--- config.mk ---
export PLATFORM = sky130hd
export DESIGN_NAME = mem_arbiter_flat
export DESIGN_NICKNAME = d
export VERILOG_FILES = /design/src/rtl/mem_arbiter_if.sv /design/src/rtl/mem_arbiter.sv /design/src/flat_wrapper.sv
export SDC_FILE = /design/constraint.sdc
export NUM_CORES = 1
export LEC_CHECK = 0
export BUFFER_PORTS_ARGS = -buffer_cell sky130_fd_sc_hd__buf_4
export CAP_MARGIN = 10
export CORE_AREA = 2 2 118 120
export CTS_BUF_LIST = sky130_fd_sc_hd__clkbuf_2 sky130_fd_sc_hd__clkbuf_4 sky130_fd_sc_hd__clkbuf_8
export CTS_CLUSTER_SIZE = 8
export DETAILED_ROUTE_END_ITERATION = 10
export DIE_AREA = 0 0 120 122
export PLACE_DENSITY_LB_ADDON = 0.3
export SYNTH_ARGS = -nofsm -noshare
export SYNTH_HDL_FRONTEND = slang
export SYNTH_SLANG_ARGS = --single-unit
--- constraint.sdc ---
create_clock -name clk -period 1.7 [get_ports clk]
set_clock_uncertainty 0.15 [all_clocks]
set_input_delay 0.085 -clock clk [delete_from_list [all_inputs] [get_ports clk]]
set_output_delay 0.085 -clock clk [all_outputs]
set_load 0.02 [all_outputs]
--- src/rtl/mem_arbiter_if.sv ---
// ============================================================================
//  Module   : mem_arbiter_if
//  Purpose  : Requester and memory bus bundle for the two-port memory arbiter.
//  Revision : 1.0 - initial release
// ============================================================================
`default_nettype none

interface mem_arbiter_if #(
  parameter int ADDR_WIDTH = 32,
  parameter int DATA_WIDTH = 32
);
  logic                  core_req;
  logic                  core_we;
  logic [ADDR_WIDTH-1:0] core_addr;
  logic [DATA_WIDTH-1:0] core_wdata;
  logic                  core_gnt;
  logic                  core_rvalid;
  logic [DATA_WIDTH-1:0] core_rdata;

  logic                  ext_req;
  logic                  ext_we;
  logic [ADDR_WIDTH-1:0] ext_addr;
  logic [DATA_WIDTH-1:0] ext_wdata;
  logic                  ext_lock;
  logic                  ext_gnt;
  logic                  ext_rvalid;
  logic [DATA_WIDTH-1:0] ext_rdata;

  logic [ADDR_WIDTH-1:0] mem_a;
  logic [DATA_WIDTH-1:0] mem_wd;
  logic                  mem_we;
  logic [DATA_WIDTH-1:0] mem_rd;
  logic                  locked;

  modport slave (
    input  core_req, core_we, core_addr, core_wdata,
    input  ext_req, ext_we, ext_addr, ext_wdata, ext_lock,
    input  mem_rd,
    output core_gnt, core_rvalid, core_rdata,
    output ext_gnt, ext_rvalid, ext_rdata,
    output mem_a, mem_wd, mem_we, locked
  );

  modport master (
    output core_req, core_we, core_addr, core_wdata,
    output ext_req, ext_we, ext_addr, ext_wdata, ext_lock,
    output mem_rd,
    input  core_gnt, core_rvalid, core_rdata,
    input  ext_gnt, ext_rvalid, ext_rdata,
    input  mem_a, mem_wd, mem_we, locked
  );
endinterface

`default_nettype wire

--- src/rtl/mem_arbiter.sv ---
// ============================================================================
//  Module   : mem_arbiter
//  Purpose  : Round-robin arbiter with external lock sharing one synchronous
//             memory between the core and the external loader port.
//  Revision : 1.0 - initial release
// ============================================================================
`default_nettype none

module mem_arbiter #(
  parameter int ADDR_WIDTH   = 32,
  parameter int DATA_WIDTH   = 32,
  parameter int READ_LATENCY = 1
) (
  input wire            clk,
  input wire            reset,
  mem_arbiter_if.slave  bus
);

  localparam logic c_PORT_CORE = 1'b0;
  localparam logic c_PORT_EXT  = 1'b1;

  typedef enum logic [0:0] {
    ST_UNLOCKED = 1'b0,
    ST_LOCKED   = 1'b1
  } lock_state_t;

  if (READ_LATENCY < 1 || READ_LATENCY > 4) begin : g_bad_latency
    $error("mem_arbiter: READ_LATENCY must be in 1..4");
  end

  lock_state_t               r_state;
  logic                      r_last_grant;
  logic [READ_LATENCY-1:0]   r_vld;
  logic [READ_LATENCY-1:0]   r_own;

  logic                      w_core_gnt;
  logic                      w_ext_gnt;
  logic                      w_any_gnt;
  logic                      w_rd_issue;
  logic [ADDR_WIDTH-1:0]     w_mem_a;
  logic [DATA_WIDTH-1:0]     w_mem_wd;

  // While locked the core is shut out entirely; otherwise contention goes
  // to whichever port did not win last time.
  always_comb begin
    w_core_gnt = 1'b0;
    w_ext_gnt  = 1'b0;
    if (r_state == ST_LOCKED) begin
      w_ext_gnt = bus.ext_req;
    end else if (bus.core_req && bus.ext_req) begin
      if (r_last_grant == c_PORT_EXT) begin
        w_core_gnt = 1'b1;
      end else begin
        w_ext_gnt = 1'b1;
      end
    end else begin
      w_core_gnt = bus.core_req;
      w_ext_gnt  = bus.ext_req;
    end
  end

  assign w_any_gnt  = w_core_gnt | w_ext_gnt;
  assign w_rd_issue = (w_core_gnt & ~bus.core_we) | (w_ext_gnt & ~bus.ext_we);
  assign w_mem_a    = w_ext_gnt ? bus.ext_addr  : bus.core_addr;
  assign w_mem_wd   = w_ext_gnt ? bus.ext_wdata : bus.core_wdata;

  assign bus.core_gnt = w_core_gnt;
  assign bus.ext_gnt  = w_ext_gnt;
  assign bus.mem_a    = w_mem_a;
  assign bus.mem_wd   = w_mem_wd;
  assign bus.mem_we   = (w_core_gnt & bus.core_we) | (w_ext_gnt & bus.ext_we);
  assign bus.locked   = (r_state == ST_LOCKED);

  always_ff @(posedge clk or posedge reset) begin
    if (reset) begin
      r_state      <= ST_UNLOCKED;
      r_last_grant <= c_PORT_EXT;
    end else begin
      if (w_any_gnt) begin
        r_last_grant <= w_ext_gnt;
      end
      case (r_state)
        ST_UNLOCKED: if (w_ext_gnt && bus.ext_lock) r_state <= ST_LOCKED;
        ST_LOCKED:   if (!bus.ext_lock)             r_state <= ST_UNLOCKED;
      endcase
    end
  end

  // Owner pipeline mirrors the memory's read latency so each returning word
  // is steered to the port that issued it, independent of lock state.
  always_ff @(posedge clk or posedge reset) begin
    if (reset) begin
      r_vld <= '0;
      r_own <= '0;
    end else begin
      r_vld[0] <= w_rd_issue;
      r_own[0] <= w_ext_gnt;
      for (int i = 1; i < READ_LATENCY; i++) begin
        r_vld[i] <= r_vld[i-1];
        r_own[i] <= r_own[i-1];
      end
    end
  end

  assign bus.core_rvalid = r_vld[READ_LATENCY-1] & ~r_own[READ_LATENCY-1];
  assign bus.ext_rvalid  = r_vld[READ_LATENCY-1] &  r_own[READ_LATENCY-1];
  assign bus.core_rdata  = bus.mem_rd;
  assign bus.ext_rdata   = bus.mem_rd;

endmodule

`default_nettype wire

--- src/flat_wrapper.sv ---
// flat-port wrapper written by rule: the top's interface ports become plain ports
module mem_arbiter_flat 
#(
  parameter int ADDR_WIDTH   = 32,
  parameter int DATA_WIDTH   = 32,
  parameter int READ_LATENCY = 1
)
  (clk, reset, bus_core_req, bus_core_we, bus_core_addr, bus_core_wdata, bus_ext_req, bus_ext_we, bus_ext_addr, bus_ext_wdata, bus_ext_lock, bus_mem_rd, bus_core_gnt, bus_core_rvalid, bus_core_rdata, bus_ext_gnt, bus_ext_rvalid, bus_ext_rdata, bus_mem_a, bus_mem_wd, bus_mem_we, bus_locked);
  mem_arbiter_if #(.ADDR_WIDTH(ADDR_WIDTH), .DATA_WIDTH(DATA_WIDTH)) bus_i ();
  input wire clk;
  input wire reset;
  input wire logic [$bits(bus_i.core_req)-1:0] bus_core_req;
  input wire logic [$bits(bus_i.core_we)-1:0] bus_core_we;
  input wire logic [$bits(bus_i.core_addr)-1:0] bus_core_addr;
  input wire logic [$bits(bus_i.core_wdata)-1:0] bus_core_wdata;
  input wire logic [$bits(bus_i.ext_req)-1:0] bus_ext_req;
  input wire logic [$bits(bus_i.ext_we)-1:0] bus_ext_we;
  input wire logic [$bits(bus_i.ext_addr)-1:0] bus_ext_addr;
  input wire logic [$bits(bus_i.ext_wdata)-1:0] bus_ext_wdata;
  input wire logic [$bits(bus_i.ext_lock)-1:0] bus_ext_lock;
  input wire logic [$bits(bus_i.mem_rd)-1:0] bus_mem_rd;
  output wire logic [$bits(bus_i.core_gnt)-1:0] bus_core_gnt;
  output wire logic [$bits(bus_i.core_rvalid)-1:0] bus_core_rvalid;
  output wire logic [$bits(bus_i.core_rdata)-1:0] bus_core_rdata;
  output wire logic [$bits(bus_i.ext_gnt)-1:0] bus_ext_gnt;
  output wire logic [$bits(bus_i.ext_rvalid)-1:0] bus_ext_rvalid;
  output wire logic [$bits(bus_i.ext_rdata)-1:0] bus_ext_rdata;
  output wire logic [$bits(bus_i.mem_a)-1:0] bus_mem_a;
  output wire logic [$bits(bus_i.mem_wd)-1:0] bus_mem_wd;
  output wire logic [$bits(bus_i.mem_we)-1:0] bus_mem_we;
  output wire logic [$bits(bus_i.locked)-1:0] bus_locked;
  assign bus_i.core_req = bus_core_req;
  assign bus_i.core_we = bus_core_we;
  assign bus_i.core_addr = bus_core_addr;
  assign bus_i.core_wdata = bus_core_wdata;
  assign bus_i.ext_req = bus_ext_req;
  assign bus_i.ext_we = bus_ext_we;
  assign bus_i.ext_addr = bus_ext_addr;
  assign bus_i.ext_wdata = bus_ext_wdata;
  assign bus_i.ext_lock = bus_ext_lock;
  assign bus_i.mem_rd = bus_mem_rd;
  assign bus_core_gnt = bus_i.core_gnt;
  assign bus_core_rvalid = bus_i.core_rvalid;
  assign bus_core_rdata = bus_i.core_rdata;
  assign bus_ext_gnt = bus_i.ext_gnt;
  assign bus_ext_rvalid = bus_i.ext_rvalid;
  assign bus_ext_rdata = bus_i.ext_rdata;
  assign bus_mem_a = bus_i.mem_a;
  assign bus_mem_wd = bus_i.mem_wd;
  assign bus_mem_we = bus_i.mem_we;
  assign bus_locked = bus_i.locked;
  mem_arbiter #(.ADDR_WIDTH(ADDR_WIDTH), .DATA_WIDTH(DATA_WIDTH), .READ_LATENCY(READ_LATENCY)) u_core (.clk(clk), .reset(reset), .bus(bus_i));
endmodule
==> results.toml <==
[hold_path]
hp-start = "bus_mem_rd[10]"
hold_depth = 0
min_path_type = "in2out"

[final_layout]
multi_input_area_sq_um = 1923
fillerInstances = 1438
final_cells = 701
syn2layout_area_growth_pct = 65.44
drive_above_1_share_pct = 51.25
nets = 689
diodes = 0
final_cell_mix = "buf_4, nand2b_1, nand2_1, nand4b_1, o211ai_1"
final_common_cell = "buf_4"
seq_area_sq_um = 102.6

[power_and_ir_drop]
leakage_nw = 1.940
internal_power_w = 0.001265
power_frac_comb_pct = 84.5
power_frac_seq_pct = 5.3
clkPwrFrac_pct = 10.2
p_switching_w = 0.001015
switching_share_pct = 44.52
ir_drop_v = 0.0001958
p_per_area_nw_per_um2 = 514.4

[sta]
layout_setup_ws_ns = -0.1359
worstMarginPinSlew_ns = 0.3632
fin_hold_ws_ns = 0.02001
hold_viol_final = 0
maxSlewViolCount = 0
max_slew_margin_pct = 75.79
post-route-period-util_pct = 108.0
timing.fmax_ghz = 0.5447
layout_min_cycle_time_ns = 1.836
rsz0062_at_grt = "true"
setup_violations = 65

[routing]
drt-total-wl_microns = 12330
vias_per_cell = 4.825
postRouteAntennaNets = 0
first_pass_iters = 4
remaining_drc_errors = 0
num_vias = 3382
first_iter_violations = 110
detail_route.wl_per_cell_microns = 17.59

[yosys]
syn_nets = 552
yosysWarningCount = 0
synth_cell_types = 20
syn_avg_cell_area_sq_um = 6.958
ys_seq_area_share_pct = 3.783
synthCells = 385
synth_area_sq_um = 2679
synth_seq_cells = 4

[placed_design]
dp_hpwl_microns = 8215
dp_cells = 675
gp_congestion = 0.7894
portBuffers = 204

[floorplanning]
start_util_pct = 19.84
core_sq_um = 13500
io_pins = 301
die_x_microns = 120
dieHeight_microns = 122
rows = 43
die_area_sq_um = 14640

[clock_network]
insertion_delay_ns = 0.22
clock-sinks = 4
clkTransAtPathRegs_ns = 0.04
cts-root-buf = "clkbuf_8"
htreeDepth = 1
tritoncts = "yes"
cts_buffers = 3
cts_buffer_depth = 2

[setup_path]
required_ns = 1.46
worstSetupEndpointType = "output pin"
path_class = "reg2out"
crit_arrival_ns = 1.60
setup.worst_path.start = "u_core.r_last_grant"
r2r-start = "u_core.r_last_grant"
crit_fanout = 8
crit_path_start_kind = "register"
r2r_cells = 4

[global_route]
grt_overflow = 0
grt_max_degree = 61
antenna_found_initial = 0
grt_pass1_vias = 3064
grt_pass1_wl_microns = 15740
grt.total_usage_pct = 13.10

[job]
maxCapViolations = 0

[outcome]
status = "finished with violations"
violations = "setup timing"
[flip-flops by register name (all words and copies together) (netlist names)]
signal               cells
u_core.r_vld             1
u_core.r_own             1
u_core.bus.locked        1
u_core.r_last_grant      1
[Yosys cell counts]
| cell type | n | area, sq um |
|---|---|---|
| a21boi_0 | 1 | 7.510 |
| and2_1 | 1 | 6.260 |
| and3b_1 | 1 | 8.760 |
| buf_1 | 3 | 11.26 |
| buf_2 | 9 | 45.04 |
| buf_4 | 68 | 510.5 |
| buf_6 | 3 | 33.78 |
| clkbuf_1 | 25 | 93.84 |
| dfrtp_1 | 3 | 75.07 |
| dfstp_2 | 1 | 26.28 |
| inv_1 | 2 | 7.510 |
| nand2_1 | 65 | 244.0 |
| nand2b_1 | 66 | 412.9 |
| nand4b_1 | 64 | 560.5 |
| nor2_1 | 3 | 11.26 |
| nor2b_1 | 3 | 18.77 |
| o211ai_1 | 44 | 330.3 |
| o211ai_2 | 20 | 250.2 |
| o21a_1 | 1 | 7.510 |
| o32ai_1 | 2 | 17.52 |
[metal layers]
layer	part of all wire [%]	track usage, %
met3	7.8	3.137
met2	52	25.71
met4	2.9	4.191
met1	37	13.56
met5	0	0
[power by group through the flow]
stage	logic, W	registers (W)	clock network, W
2_1_floorplan	0.00108	0.000121	0
3_3_place_gp	0.00157	0.000123	0
3_5_place_dp	0.00159	0.000123	0
4_1_cts	0.00165	0.000122	0.000242
5_1_grt	0.00205	0.000122	0.000253
6_report	0.00193	0.000120	0.000233
[stage by stage]
step | area, sq um | total power, W | TNS [ns] | setup WS (ns) | utilization, %
floorplan | 2679 | 0.001200 | 0 | 0.1119 | -
global placement | 3911 | 0.001697 | 0 | 0.1101 | 28.96
detailed placement | 3911 | 0.001714 | 0 | 0.1035 | 28.96
CTS | 4071 | 0.002013 | -5.928 | -0.1381 | 30.15
global route | 4432 | 0.002424 | -8.769 | -0.1668 | 32.82
finish | 4432 | 0.002279 | -5.677 | -0.1359 | 32.82
[path summary, 6_finish.rpt]
kind | to | slack, ns
worst max-delay path | bus_mem_wd[17] | -0.14
worst min-delay path | bus_ext_rdata[10] | 0.02
worst max register to register | u_core.bus.locked | 0.26
worst min register to register | u_core.bus.locked | 0.51
max in group asynchronous | u_core.r_last_grant | 0.98
min in group asynchronous | u_core.r_own | 0.18
[final cells by class]
class / instances / area share (%)
inverters: 2 / 0.1694
well taps: 180 / 5.082
clock buffers: 4 / 1.101
multi-input cells: 271 / 43.39
repair buffers: 240 / 47.94
flip-flops and latches: 4 / 2.315
[repair_timing]
item | in CTS | in global routing
pin swaps | 0 | 56
setup buffers | 0 | 8
resized for setup | 22 | 13
hold buffers | 3 | 0
hold endpoints to repair | 6 | 0
setup endpoints to repair | 66 | 66
cloned | 0 | 11
[logic make-up (layout without fill, tap and decap cells)]
family / Yosys count / count (layout) / synth area share (%)
compound gates: 68 / 68 / 22.89
buf+inv: 110 / 246 / 26.20
flops: 4 / 4 / 3.783
simple gates: 203 / 203 / 47.13
[critical path: stages, from the launching register on]
cell,delay (ns)
dfstp_2,0.55
and3b_4,0.23
buf_12,0.16
clkbuf_16,0.17
o211ai_1,0.10
buf_4,0.17
(Power assumes the default switching activity.)
